--- config.mk ---
export PLATFORM = sky130hd
export DESIGN_NAME = sort_sequencer
export DESIGN_NICKNAME = d
export VERILOG_FILES = /design/src/rtl/sort_pkg.sv /design/src/rtl/cmp_swap.sv /design/src/rtl/sort_sequencer.sv
export SDC_FILE = /design/constraint.sdc
export NUM_CORES = 1
export LEC_CHECK = 0
export BUFFER_PORTS_ARGS = -buffer_cell sky130_fd_sc_hd__buf_2
export CAP_MARGIN = 15
export CORE_ASPECT_RATIO = 0.9
export CORE_UTILIZATION = 35
export DETAILED_ROUTE_END_ITERATION = 10
export GPL_TIMING_DRIVEN = 0
export PLACE_DENSITY = 0.5
export SLEW_MARGIN = 0
export SYNTH_ARGS = -nofsm -noshare
export SYNTH_HDL_FRONTEND = slang
export SYNTH_SLANG_ARGS = --single-unit
--- constraint.sdc ---
create_clock -name clk -period 4.15 [get_ports clk]
set_clock_uncertainty 0.05 [all_clocks]
set_input_delay 1.0375 -clock clk [delete_from_list [all_inputs] [get_ports clk]]
set_output_delay 1.0375 -clock clk [all_outputs]
set_load 0.03 [all_outputs]
--- src/rtl/sort_pkg.sv ---
// Shared types and default sizing for the sequential three-value sorter.
package sort_pkg;

  typedef enum logic [1:0] {LOAD, SORT, DRAIN} sort_state_t;

  localparam int unsigned SORT_W = 4;
  localparam int unsigned SORT_N = 3;

endpackage

--- src/rtl/cmp_swap.sv ---
// Single compare-exchange cell: orders a pair so the larger value lands first.
module cmp_swap #(
  parameter int unsigned W = 4
) (
  input  logic [W-1:0] a,
  input  logic [W-1:0] b,
  output logic [W-1:0] hi,
  output logic [W-1:0] lo,
  output logic         swapped
);

  // Strict compare keeps equal values in place, which makes the sort stable.
  always_comb begin
    swapped = (b > a);
    hi      = swapped ? b : a;
    lo      = swapped ? a : b;
  end

endmodule

--- src/rtl/sort_sequencer.sv ---
// Loads N operands, bubble-sorts them in place through one shared cmp_swap,
// then streams them out largest-first.
module sort_sequencer
  import sort_pkg::*;
#(
  parameter int unsigned W = SORT_W,
  parameter int unsigned N = SORT_N
) (
  input  logic         clk,
  input  logic         rst,
  input  logic         in_valid,
  output logic         in_ready,
  input  logic [W-1:0] in_data,
  output logic         out_valid,
  input  logic         out_ready,
  output logic [W-1:0] out_data,
  output logic         out_last,
  output logic         busy
);

  localparam int unsigned CW = (N > 1) ? $clog2(N) : 1;

  sort_state_t   state, state_nxt;
  logic [W-1:0]  mem [N];
  logic [CW-1:0] wr_idx, cmp_idx, pass, rd_idx;
  logic [CW-1:0] cmp_nxt;
  logic [W-1:0]  hi, lo;
  logic          swapped;
  logic          in_hs, out_hs, load_done, cmp_wrap, sort_done;

  assign cmp_nxt = cmp_idx + CW'(1);

  cmp_swap #(.W(W)) u_cmp_swap (
    .a       (mem[cmp_idx]),
    .b       (mem[cmp_nxt]),
    .hi      (hi),
    .lo      (lo),
    .swapped (swapped)
  );

  always_ff @(posedge clk or posedge rst) begin
    if (rst) state <= LOAD;
    else     state <= state_nxt;
  end

  // Outputs are decoded from state and registers only; no input-to-output path.
  always_comb begin
    state_nxt = state;
    in_ready  = (state == LOAD) && !rst;
    out_valid = (state == DRAIN);
    out_last  = (state == DRAIN) && (rd_idx == CW'(N - 1));
    out_data  = (state == DRAIN) ? mem[rd_idx] : '0;
    busy      = (state != LOAD);
    in_hs     = in_valid && in_ready;
    out_hs    = out_valid && out_ready;
    load_done = in_hs && (wr_idx == CW'(N - 1));
    cmp_wrap  = (cmp_idx == CW'(N - 2));
    sort_done = cmp_wrap && (pass == CW'(N - 2));
    case (state)
      LOAD:    if (load_done) state_nxt = SORT;
      SORT:    if (sort_done) state_nxt = DRAIN;
      DRAIN:   if (out_hs && out_last) state_nxt = LOAD;
      default: state_nxt = LOAD;
    endcase
  end

  always_ff @(posedge clk or posedge rst) begin
    if (rst) begin
      for (int i = 0; i < int'(N); i++) mem[i] <= '0;
      wr_idx  <= '0;
      cmp_idx <= '0;
      pass    <= '0;
      rd_idx  <= '0;
    end else begin
      case (state)
        LOAD: begin
          if (in_hs) begin
            mem[wr_idx] <= in_data;
            wr_idx      <= load_done ? '0 : wr_idx + CW'(1);
            if (load_done) begin
              cmp_idx <= '0;
              pass    <= '0;
            end
          end
        end
        SORT: begin
          if (swapped) begin
            mem[cmp_idx] <= hi;
            mem[cmp_nxt] <= lo;
          end
          if (cmp_wrap) begin
            cmp_idx <= '0;
            pass    <= pass + CW'(1);
          end else begin
            cmp_idx <= cmp_nxt;
          end
          if (sort_done) rd_idx <= '0;
        end
        DRAIN: begin
          if (out_hs) begin
            rd_idx <= out_last ? '0 : rd_idx + CW'(1);
            if (out_last) wr_idx <= '0;
          end
        end
        default: ;
      endcase
    end
  end

endmodule

=== Word level (Yosys, flattened, before mapping) ===
Index checks and enable logic that the tools add are counted.

* Register bits: 22
* Input bits: 8
* Output and inout bits: 8
* Word-level logic and storage cells: 103

* $add $sub $neg: 4
* Order comparisons: 8
* Equal/unequal tests: 14
* Mux-type cells: 43
* Bitwise logic cells: 4
* Reduce and logical (&&, ||, !) cells: 22

{| class="wikitable"
|+ Operator list
! cell !! number
|-
| 2-to-1 mux 4 bit || 12
|-
| bitwise mux 12 bit || 3
|-
| 2-to-1 mux 2 bit || 14
|-
| binary-select mux 4 bit (select 2 bit) || 3
|-
| demux 4 bit (select 2 bit) || 3
|-
| 2-to-1 mux 12 bit || 2
|-
| one-hot mux 12 bit (2 select lines) || 1
|-
| one-hot mux 2 bit (2 select lines) || 4
|-
| greater-or-equal comparator 3 bit, second input constant || 4
|-
| NOT 2 -> 3 bit || 4
|-
| AND reduction 3 bit || 4
|-
| logical AND 1 bit || 10
|-
| != test 2 bit, second input constant || 5
|-
| < comparator 3 x 1 -> 1 bit, second input constant || 3
|-
| adder 2 x 1 -> 2 bit, second input constant || 4
|-
| AND reduction 4 bit || 2
|-
| nonzero test 2 bit || 4
|-
| == test 2 x 1 -> 1 bit, second input constant || 3
|-
| == test 2 bit, second input constant || 3
|-
| != test 2 x 1 -> 1 bit, second input constant || 3
|-
| one-hot mux 2 bit (3 select lines) || 1
|-
| > comparator 4 bit || 1
|-
| zero test 2 bit || 1
|-
| zero test 1 bit || 1
|}

=== Depth between registers and ports, before layout ===
Gate-level depths: netlist of run 1.

* Word-level depth: 11
* Depth in mapped cells: 14
* Gate-level depth less buffers: 11

=== By module ===
A second synthesis of run 1 with hierarchy kept.

* Cells, all modules: 205
* Area total of the unflattened synthesis: 1895.6 um2

{| class="wikitable"
|+ By module, submodules not included
! module !! instances !! cells each !! area each (um2) !! sequential area each (um2)
|-
| sort_sequencer || 1 || 184 || 1690.4 || 550.5
|-
| cmp_swap || 1 || 21 || 205.2 || 0.0
|}

=== Worst setup path after synthesis of run 1 ===
No wires, ideal clock.

* Kind: register to register
* From: reg cmp_idx[1]
* To: reg mem[3] (netlist name)
* Setup time: 0.128 ns
* Arrival: 3.226 ns
* Data required time: 3.972 ns
* Path slack: 0.746 ns
* Stages on the path, launching flop included: 15
* Path buffers: 3
* Period minus slack after synthesis: 3.404 ns
* Path through: dfrtp_1 -> buf_2 -> inv_1 -> ha_1 -> buf_2 -> mux2i_1 -> o22ai_1 -> ha_1 -> nor2b_2 -> o31a_1 -> o21ai_1 -> buf_4 -> mux2_2 -> a311oi_1 -> a21oi_1

* Word-level cells in the longest chain between the ends: 11
* Elaborated cells on any way between the ends: 28
* Classes of those cells: add/sub: 1; order compare: 5; eq/ne: 1; mux: 16; bitwise: 2; reduce/logical: 3

{| class="wikitable"
|+ RTL lines
! what !! RTL line !! source
|-
| start, declared || sort_sequencer.sv:25 || <nowiki>logic [CW-1:0] wr_idx, cmp_idx, pass, rd_idx;</nowiki>
|-
| start signal, assigned || sort_sequencer.sv:95 || <nowiki>cmp_idx <= cmp_nxt;</nowiki>
|-
| adder 2 x 1 -> 2 bit || sort_sequencer.sv:31 || <nowiki>assign cmp_nxt = cmp_idx + CW'(1);</nowiki>
|-
| NOT 2 -> 3 bit (not written as such) || sort_sequencer.sv:35, sort_sequencer.sv:89 ||
|-
| binary-select mux 4 bit (select 2 bit) || sort_sequencer.sv:35 || <nowiki>.b (mem[cmp_nxt]),</nowiki>
|-
| 2-to-1 mux 4 bit (not written as such) (2 in series) || sort_sequencer.sv:35 ||
|-
| > comparator 4 bit || cmp_swap.sv:14 || <nowiki>swapped = (b > a);</nowiki>
|-
| 2-to-1 mux 4 bit || cmp_swap.sv:15 || <nowiki>hi = swapped ? b : a;</nowiki>
|-
| bitwise mux 12 bit || sort_sequencer.sv:88 || <nowiki>mem[cmp_idx] <= hi;</nowiki>
|-
| bitwise mux 12 bit || sort_sequencer.sv:89 || <nowiki>mem[cmp_nxt] <= lo;</nowiki>
|-
| 2-to-1 mux 12 bit || sort_sequencer.sv:87 || <nowiki>if (swapped) begin</nowiki>
|-
| one-hot mux 12 bit (2 select lines) || sort_sequencer.sv:75 || <nowiki>case (state)</nowiki>
|-
| end signal, assigned by index || sort_sequencer.sv:78 || <nowiki>mem[wr_idx] <= in_data;</nowiki>
|-
| end signal, assigned by index || sort_sequencer.sv:88 ||
|-
| end signal, assigned by index || sort_sequencer.sv:89 ||
|-
| end, declared || sort_sequencer.sv:24 || <nowiki>logic [W-1:0] mem [N];</nowiki>
|}

Several ways; a longest one is shown, not always the timed one. The select of a mux whose other input is x is not followed.
A chain may end at the register's enable or synchronous reset.

=== Final worst setup path of run 1 ===
Ends and elaborated chain as after synthesis.

==> impl_metrics.ini, run 1 <==
[worst_setup_path]
crit_type = register to register
cp.arrival_ps = 3920
startpoint_type = register
cp-end-kind = register
worstPathMaxFanout = 10
cp.required_ps = 4240

[cts]
cts_setup_buffers = 0
cts_resized = 0
holdBufCountCts = 0
clkLatencyLatePin_ps = 260
clkTransAtPathRegs_ps = 80
cts_max_level = 1
clockBufferDepth = 2
cts-root-buf = clkbuf_8
cts_buffers = 3
clock_sinks = 22
tritoncts = done

[global_route]
antenna_found_initial = 0
first_global_vias = 1571
track_usage_pct = 20.2
grt_max_degree = 23
grt_pass1_wl_mm = 8.66
gr-total-overflow = 0

[yosys]
ys_async_sr_fraction_pct = 100
ys.flop_type = dfrtp_1
yosys_warnings = 0
synth_edf_count = 0
syn-num-nets = 251
syn_avg_cell_area_um2 = 8.15
seq_area_frac_synth_pct = 29.0
synth_seq_cells = 22
netlist_area_um2 = 1900
synth_cells = 233
synth_cell_types = 47

[sta]
rsz0062_at_grt = no
finalMaxSlewViolations = 0
finalHoldViolCount = 0
setup_viol = 0
tns_ps = 0
fin_crit_ps = 3840
period_share_pct = 92.4
tightest_slew_ps = 893
max_freq_mhz = 261
relSlewSlack_pct = 40.4

[die]
rows = 25
io_pins = 16
dieArea_um2 = 5730
die_x_um = 79.7
core-area_um2 = 5220
start_util_pct = 36.4
die_h_um = 71.9

[placement]
portBuffers = 15
gp_congestion = 0.822
post-dp-hpwl_mm = 4.12

[drt]
vias = 1784
drtIter0Drc = 108
ant_nets = 0
wl_mm = 5.55
drc = 0
wire_per_inst_um = 17.4
firstDrtPassIters = 4
routed_via_density = 5.61

[min_path]
hold_class = register to register

[final_layout]
num_antenna_cells = 0
nNetsFinal = 271
area_delta_synth_final_pct = 10.9
drive_gt1_share_pct = 14.3

[run_status]
run_status = finished, final reports clean

[flow_run]
drv_cap = 0
## metrics by stage
stage	utilization [%]	std cells	setup WS, ps	hold WS (ps)	cell area (um2)
4_1_cts	40.2	318	174	461	2100
3_3_place_gp	39.4	315	185	439	2060
5_1_grt	40.3	318	86.0	480	2110
6_report	40.3	318	315	460	2110
3_5_place_dp	39.4	315	193	444	2060
2_1_floorplan	-	233	746	415	1900
## area by class of cell
| class | instances | area [um2] |
|---|---|---|
| sequential | 22 | 551 |
| timing repair buffer | 15 | 75.1 |
| inverter | 10 | 37.5 |
| multi-input combinational | 190 | 1260 |
| fill | 540 | 3120 |
| clock buffer | 3 | 41.3 |
| buffer | 11 | 57.6 |
| tap | 67 | 83.8 |
## per-layer routing
| metal | wire length, um | vias up | share of wire [%] | global-route usage (%) |
|---|---|---|---|---|
| met3 | 205 | 4 | 3.7 | 3.06 |
| met1 | 2920 | 844 | 53 | 31.4 |
| met5 | 0 | - | 0 | 0 |
| met4 | 44 | 0 | 0.79 | 3.03 |
| met2 | 2370 | 33 | 43 | 29.8 |
| li1 | - | 903 | - | - |
## cell families after synthesis
| group | synth area share (%) |
|---|---|
| flops | 29.0 |
| fa+ha+maj | 6.59 |
| simple gates | 23.7 |
| buf+inv | 5.01 |
| compound gates | 26.4 |
| mux | 9.29 |
## sequential cells by signal, summed over array words and instances, names as in the netlist
name     cells
rd_idx       2
cmp_idx      2
wr_idx       2
pass         2
mem         12
state        2
## cell usage in the layout (no fill, tap or decap), types with 2 or more instances in the layout
| cell type | Yosys | layout |
|---|---|---|
| nor3_1 | 5 | 5 |
| ha_1 | 10 | 10 |
| nor2b_1 | 5 | 5 |
| o22ai_1 | 7 | 6 |
| nand2_1 | 31 | 31 |
| and3_1 | 6 | 6 |
| o2111ai_1 | 4 | 4 |
| mux2i_1 | 12 | 12 |
| a22o_1 | 7 | 7 |
| o31ai_1 | 5 | 5 |
| inv_1 | 10 | 10 |
| a21oi_1 | 11 | 11 |
| buf_2 | 4 | 19 |
| and2_1 | 2 | 2 |
| o22a_1 | 2 | 2 |
| nand3_1 | 5 | 5 |
| dfrtp_1 | 22 | 22 |
| mux2_2 | 5 | 5 |
| clkbuf_1 | 5 | 5 |
| clkbuf_8 | 0 | 3 |
| or3_1 | 3 | 3 |
| nand2b_1 | 4 | 4 |
| o21ai_1 | 2 | 2 |
| nor2_1 | 25 | 25 |
| o21ai_0 | 5 | 5 |
| nor3b_1 | 2 | 2 |
| a32oi_1 | 2 | 2 |
| o211ai_1 | 8 | 8 |
| a31oi_1 | 5 | 5 |
## final timing paths
path                            cells after the start                endpoint              startpoint  slack (ps)
worst max-delay path                               14      mem[3]$_DFFE_PP0P_  cmp_idx[1]$_DFFE_PP0P_         310
worst min-delay path                                2     pass[1]$_DFFE_PP0P_     pass[1]$_DFFE_PP0P_         460
worst max register to register                     14      mem[3]$_DFFE_PP0P_  cmp_idx[1]$_DFFE_PP0P_         310
worst min register to register                      2     pass[1]$_DFFE_PP0P_     pass[1]$_DFFE_PP0P_         460
max in group asynchronous                           2     pass[1]$_DFFE_PP0P_                     rst        2570
min in group asynchronous                           2  cmp_idx[0]$_DFFE_PP0P_                     rst         930
## cells in the mapped netlist, types with 2 or more instances
| library cell | n | share of area [%] |
|---|---|---|
| o31ai_1 | 5 | 2.0 |
| inv_1 | 10 | 2.0 |
| clkbuf_1 | 5 | 0.99 |
| o2111ai_1 | 4 | 1.8 |
| nor3_1 | 5 | 1.3 |
| a32oi_1 | 2 | 0.92 |
| o21ai_1 | 2 | 0.53 |
| o22a_1 | 2 | 0.92 |
| mux2i_1 | 12 | 6.3 |
| a31oi_1 | 5 | 1.6 |
| ha_1 | 10 | 6.6 |
| and3_1 | 6 | 2.0 |
| nor2_1 | 25 | 4.9 |
| o21ai_0 | 5 | 1.3 |
| mux2_2 | 5 | 3.0 |
| buf_2 | 4 | 1.1 |
| or3_1 | 3 | 0.99 |
| nand2_1 | 31 | 6.1 |
| o211ai_1 | 8 | 3.2 |
| a21oi_1 | 11 | 2.9 |
| dfrtp_1 | 22 | 29 |
| nand2b_1 | 4 | 1.3 |
| o22ai_1 | 7 | 2.3 |
| a22o_1 | 7 | 3.2 |
| nand3_1 | 5 | 1.3 |
| and2_1 | 2 | 0.66 |
| nor2b_1 | 5 | 1.6 |
| nor3b_1 | 2 | 0.79 |
## critical path, stage by stage (launching register included)
cell	delay [ps]
dfrtp_1	400
buf_2	280
inv_1	100
ha_1	280
buf_2	220
mux2i_1	110
o22ai_2	340
ha_1	320
nor2b_2	180
o31a_1	260
o21ai_1	210
buf_4	210
mux2_2	360
a311oi_1	300
a21oi_1	100
Power of run 1 is not shown: default switching activity piles up to over one toggle a cycle in this logic, so the estimate is an artifact.
==> inputs of run 2 (changes only) <==
--- a/config.mk
+++ b/config.mk
@@ -11,7 +11,6 @@
 export CORE_UTILIZATION = 35
 export DETAILED_ROUTE_END_ITERATION = 10
 export GPL_TIMING_DRIVEN = 0
-export PLACE_DENSITY = 0.5
 export SLEW_MARGIN = 0
 export SYNTH_ARGS = -nofsm -noshare
 export SYNTH_HDL_FRONTEND = slang
==> run 2 against run 1 <==
Cell area grew 1.4%. Cell count grew 0.31%. Clock-buffer cell count is the same. Critical path type unchanged. Critical path depth is the same. Flip-flop and latch count is the same.
==> impl_metrics.ini, run 2 (synthesis gave the netlist of run 1 again) <==
[run_status]
run_status = finished, final reports clean

[worst_setup_path]
crit_type = register to register
cp.required_ps = 4250
startpoint_type = register
cp.arrival_ps = 3950
worstPathMaxFanout = 10
r2r_slack_ps = 310
cp-end-kind = register

[sta]
rsz0062_at_grt = no
tightest_slew_ps = 882
period_share_pct = 92.6
fin_crit_ps = 3840
relSlewSlack_pct = 41.1
tns_ps = 0
finalMaxSlewViolations = 0
max_freq_mhz = 260
setup_viol = 0
finalHoldViolCount = 0

[final_layout]
final_common_cell = nand2_1
drive_gt1_share_pct = 14.7
area_delta_synth_final_pct = 12.5
largest-register = mem
nNetsFinal = 271
layout_common_cells = nand2_1, nor2_1, dfrtp_1
num_antenna_cells = 0
largest_reg_flops = 12

[placement]
post-dp-hpwl_mm = 3.88
gp_congestion = 0.835
portBuffers = 15

[drt]
drtIter0Drc = 98
wl_mm = 5.20
ant_nets = 0
vias = 1807
firstDrtPassIters = 4
wire_per_inst_um = 16.3
routed_via_density = 5.66
drc = 0

[die]
die_h_um = 71.9
dieArea_um2 = 5730
io_pins = 16
start_util_pct = 36.4
die_x_um = 79.7
core-area_um2 = 5220
rows = 25

[cts]
cts-root-buf = clkbuf_8
clkLatencyLatePin_ps = 260
tritoncts = done
cts_setup_buffers = 0
clkTransAtPathRegs_ps = 90
clock_sinks = 22
cts_buffers = 3
cts_max_level = 1
clockBufferDepth = 2

[min_path]
hold_class = register to register

[global_route]
antenna_found_initial = 0
grt_max_degree = 23
track_usage_pct = 19.2
gr-total-overflow = 0
grt_pass1_wl_mm = 8.56
first_global_vias = 1596

[flow_run]
drv_cap = 0
-- run 2: changes by cell type in the layout (fill, tap and decap cells not counted), sizes merged --
cell / before / now
bufinv: 0 / 1
-- run 2: final timing paths --
path,from,to,cells past startpoint
setup / recovery,cmp_idx[1]$_DFFE_PP0P_,mem[3]$_DFFE_PP0P_,14
min in group asynchronous,rst,wr_idx[1]$_DFFE_PP0P_,2
hold / removal,pass[1]$_DFFE_PP0P_,pass[1]$_DFFE_PP0P_,2
hold reg to reg,pass[1]$_DFFE_PP0P_,pass[1]$_DFFE_PP0P_,2
max in group asynchronous,rst,mem[1]$_DFFE_PP0P_,2
setup reg to reg,cmp_idx[1]$_DFFE_PP0P_,mem[3]$_DFFE_PP0P_,14
-- run 2: stage by stage --
stage          setup WS (ps)  hold slack, ps  cell area, um2  cells  util, %
2_1_floorplan            746             415            1900    233        -
3_3_place_gp             279             438            2060    315     39.4
3_5_place_dp             270             442            2060    315     39.4
4_1_cts                  238             461            2130    319     40.8
5_1_grt                 39.2             492            2140    319     40.9
6_report                 307             455            2140    319     40.9
-- run 2: layer usage --
metal  global-route usage [%]  wire, um  vias up
met5                        0         0        -
met4                     5.45        56        0
met3                     1.40       221        4
met2                     28.3      2330       45
met1                     29.7      2590      861
li1                         -         -      897
-- run 2: cell type report --
class | count | area, um2
Fill cell | 536 | 3090
Multi-Input combinational cell | 190 | 1260
Sequential cell | 22 | 551
Tap cell | 67 | 83.8
Timing Repair Buffer | 15 | 75.1
Buffer | 11 | 57.6
Clock buffer | 3 | 41.3
Inverter | 10 | 37.5
Clock inverter | 1 | 30.0
-- run 2: timing repair --
action	CTS	global route
resized for setup	0	1
endpoints found under the setup margin	0	1
hold buffers	0	0
-- run 2: worst max-delay path: stages, from the launching register on --
cell and delay, ps:
dfrtp_1 420, buf_2 290, inv_1 100, ha_1 270
buf_2 230, mux2i_1 270, o22ai_2 170, ha_1 340
nor2b_2 180, o31a_1 260, o21ai_1 220, buf_4 220
mux2_2 340, a311oi_1 260, a21oi_1 100
Power of run 2 is left out for the same reason.
==> inputs of run 3 (changes only) <==
--- a/config.mk
+++ b/config.mk
@@ -11,7 +11,7 @@
 export CORE_UTILIZATION = 35
 export DETAILED_ROUTE_END_ITERATION = 10
 export GPL_TIMING_DRIVEN = 0
-export SLEW_MARGIN = 0
 export SYNTH_ARGS = -nofsm -noshare
 export SYNTH_HDL_FRONTEND = slang
+export SYNTH_HIERARCHICAL = 1
 export SYNTH_SLANG_ARGS = --single-unit
==> run 3 against run 2 <==
Critical path depth down 1. Synthesized cell count fell by 12%. Flip-flop and latch count is the same. Worst setup slack got worse by 9.9 ps. Non-clock buffer count is 2 lower. Core utilization fell by 0.19 points. Fmax down 0.26%. Largest cell class unchanged.
==> impl_metrics.ini, run 3 <==
[cts]
clkLatencyLatePin_ps = 260
clock_sinks = 22
cts-root-buf = clkbuf_8
clkTransAtPathRegs_ps = 80
cts_resized = 1
cts_buffers = 3
clockBufferDepth = 2
cts_max_level = 1
holdBufCountCts = 0
cts_setup_buffers = 0
tritoncts = done

[sta]
final.setup.worst_slack_ps = 297
tightest_slew_ps = 843
finalHoldViolCount = 0
relSlewSlack_pct = 43.7
rsz0062_at_grt = no
fin_crit_ps = 3850
setup_viol = 0
finalMaxSlewViolations = 0
period_share_pct = 92.8
max_freq_mhz = 260

[min_path]
hold_class = register to register

[worst_setup_path]
crit_type = register to register
cp-end-kind = register
startpoint_type = register
cp.arrival_ps = 3960
cp.required_ps = 4260
worstPathMaxFanout = 9

[yosys]
synth.top_cells.by_count = a21oi_1, dfrtp_1, nor2_1
synth_compound_area_share_pct = 25.1
ys_async_sr_fraction_pct = 100
synthAdderAreaFrac_pct = 7.26
synth_cells = 205
syn_avg_cell_area_um2 = 9.25
yosys.area_share.simple_pct = 15.4
synthMuxAreaShare_pct = 18.2
synth.most_common_cell = a21oi_1
syn-num-nets = 224
ys.flop_type = dfrtp_1
synth_seq_cells = 22
synth_top_area_share_pct = 29.0
synth.top_cells.by_area = dfrtp_1, mux2_2, ha_1
yosys_warnings = 6
seq_area_frac_synth_pct = 29.0
synth_edf_count = 0
synth_xor_area_share_pct = 0
netlist_area_um2 = 1900
yosysTopAreaCell = dfrtp_1
synth_top_family_by_area = compound AO/OA/AOI/OAI gates
synth_cell_types = 37

[die]
core-area_um2 = 5220
die_x_um = 79.6
die_h_um = 71.8
start_util_pct = 36.3
io_pins = 16
rows = 25
dieArea_um2 = 5710

[run_status]
run_status = finished, final reports clean

[global_route]
track_usage_pct = 17.2
first_global_vias = 1485
antenna_found_initial = 0
grt_pass1_wl_mm = 7.49
gr-total-overflow = 0
grt_max_degree = 23

[final_layout]
drive_gt1_share_pct = 26.0
nNetsFinal = 243
num_antenna_cells = 0
largest_reg_flops = 12
area_delta_synth_final_pct = 12.1
layout_common_cells = a21oi_1, dfrtp_1, nor2_1
final_common_cell = a21oi_1
largest-register = mem
final_util_pct = 40.7
finalNonFillerCells = 290

[power]
p_sw_w = 0.000869
clock_power_share_pct = 11.1
p_leak_nw = 0.901
total_power_w = 0.00181
seq_power_share_pct = 20.8
combPwrFrac_pct = 68.1
power.density_nw_per_um2 = 852
vdd_drop_max_mv = 0.226
internal-power_w = 0.000943
swShare_pct = 47.9

[flow_run]
drv_cap = 0

[placement]
dp_cells = 287
post-dp-hpwl_mm = 3.57
pre_cts_ws_ps = -112
portBuffers = 15
gp_congestion = 0.808

[drt]
ant_nets = 0
vias = 1633
firstDrtPassIters = 4
routed_via_density = 5.63
wire_per_inst_um = 16.2
wl_mm = 4.69
drc = 0
drtIter0Drc = 144
run 3: worst paths after layout:
check,slack (ps),depth (start not counted),start,to
worst max-delay path,300,13,cmp_idx[1]$_DFFE_PP0P_,mem[1]$_DFFE_PP0P_
worst min-delay path,460,1,pass[0]$_DFFE_PP0P_,pass[0]$_DFFE_PP0P_
worst max register to register,300,13,cmp_idx[1]$_DFFE_PP0P_,mem[1]$_DFFE_PP0P_
worst min register to register,460,1,pass[0]$_DFFE_PP0P_,pass[0]$_DFFE_PP0P_
max in group asynchronous,2600,2,rst,mem[7]$_DFFE_PP0P_
min in group asynchronous,930,2,rst,wr_idx[0]$_DFFE_PP0P_
run 3: power by group through the flow:
stage / logic, W / clock network, W / registers [W]
2_1_floorplan: 0.000985 / 0 / 0.000352
3_3_place_gp: 0.00120 / 0 / 0.000379
3_5_place_dp: 0.00121 / 0 / 0.000379
4_1_cts: 0.00122 / 0.000205 / 0.000375
5_1_grt: 0.00135 / 0.000216 / 0.000388
6_report: 0.00123 / 0.000201 / 0.000376
run 3: cell type report:
cell class                 instances  area, um2
buffer                             9       56.3
clock buffer                       3       41.3
clock inverter                     1       30.0
fill                             503       3100
inverter                           9       33.8
multi-input combinational        164       1250
sequential                        22        551
tap                               67       83.8
timing repair buffer              15       75.1
run 3: kinds of logic (layout without fill, tap and decap cells):
group,Yosys count,after routing
multiplexers,32,32
buffers and inverters,19,37
AO/OA/AOI/OAI,66,66
AND/OR/NAND/NOR,55,55
adder cells (fa/ha/maj),11,11
flip-flops,22,22
run 3: per-layer routing:
layer  GRT usage [%]  vias up  part of all wire (%)
met5               0        -                     0
met4            2.63        0                  0.98
met3            3.57        8                   6.1
met2            24.3       59                    43
met1            26.9      775                    49
li1                -      791                     -
run 3: worst max-delay path: stages, from the launching register on:
cell and delay [ps]:
dfrtp_1 400, clkbuf_2 280, inv_1 140, ha_2 480
mux2i_1 210, o22ai_1 130, ha_1 320, nor2b_1 170
o211ai_2 110, a21oi_4 350, mux2_2 420, a221oi_1 350
nor2_1 80, mux2_2 260
run 3: metrics by stage:
step | setup TNS, ps | cell area (um2) | hold WS, ps
2_1_floorplan | 0 | 1900 | 407
3_5_place_dp | -666 | 2050 | 450
4_1_cts | 0 | 2130 | 462
6_report | 0 | 2130 | 464
5_1_grt | 0 | 2130 | 500
3_3_place_gp | -355 | 2050 | 441
Power figures use the tool's default switching activity.
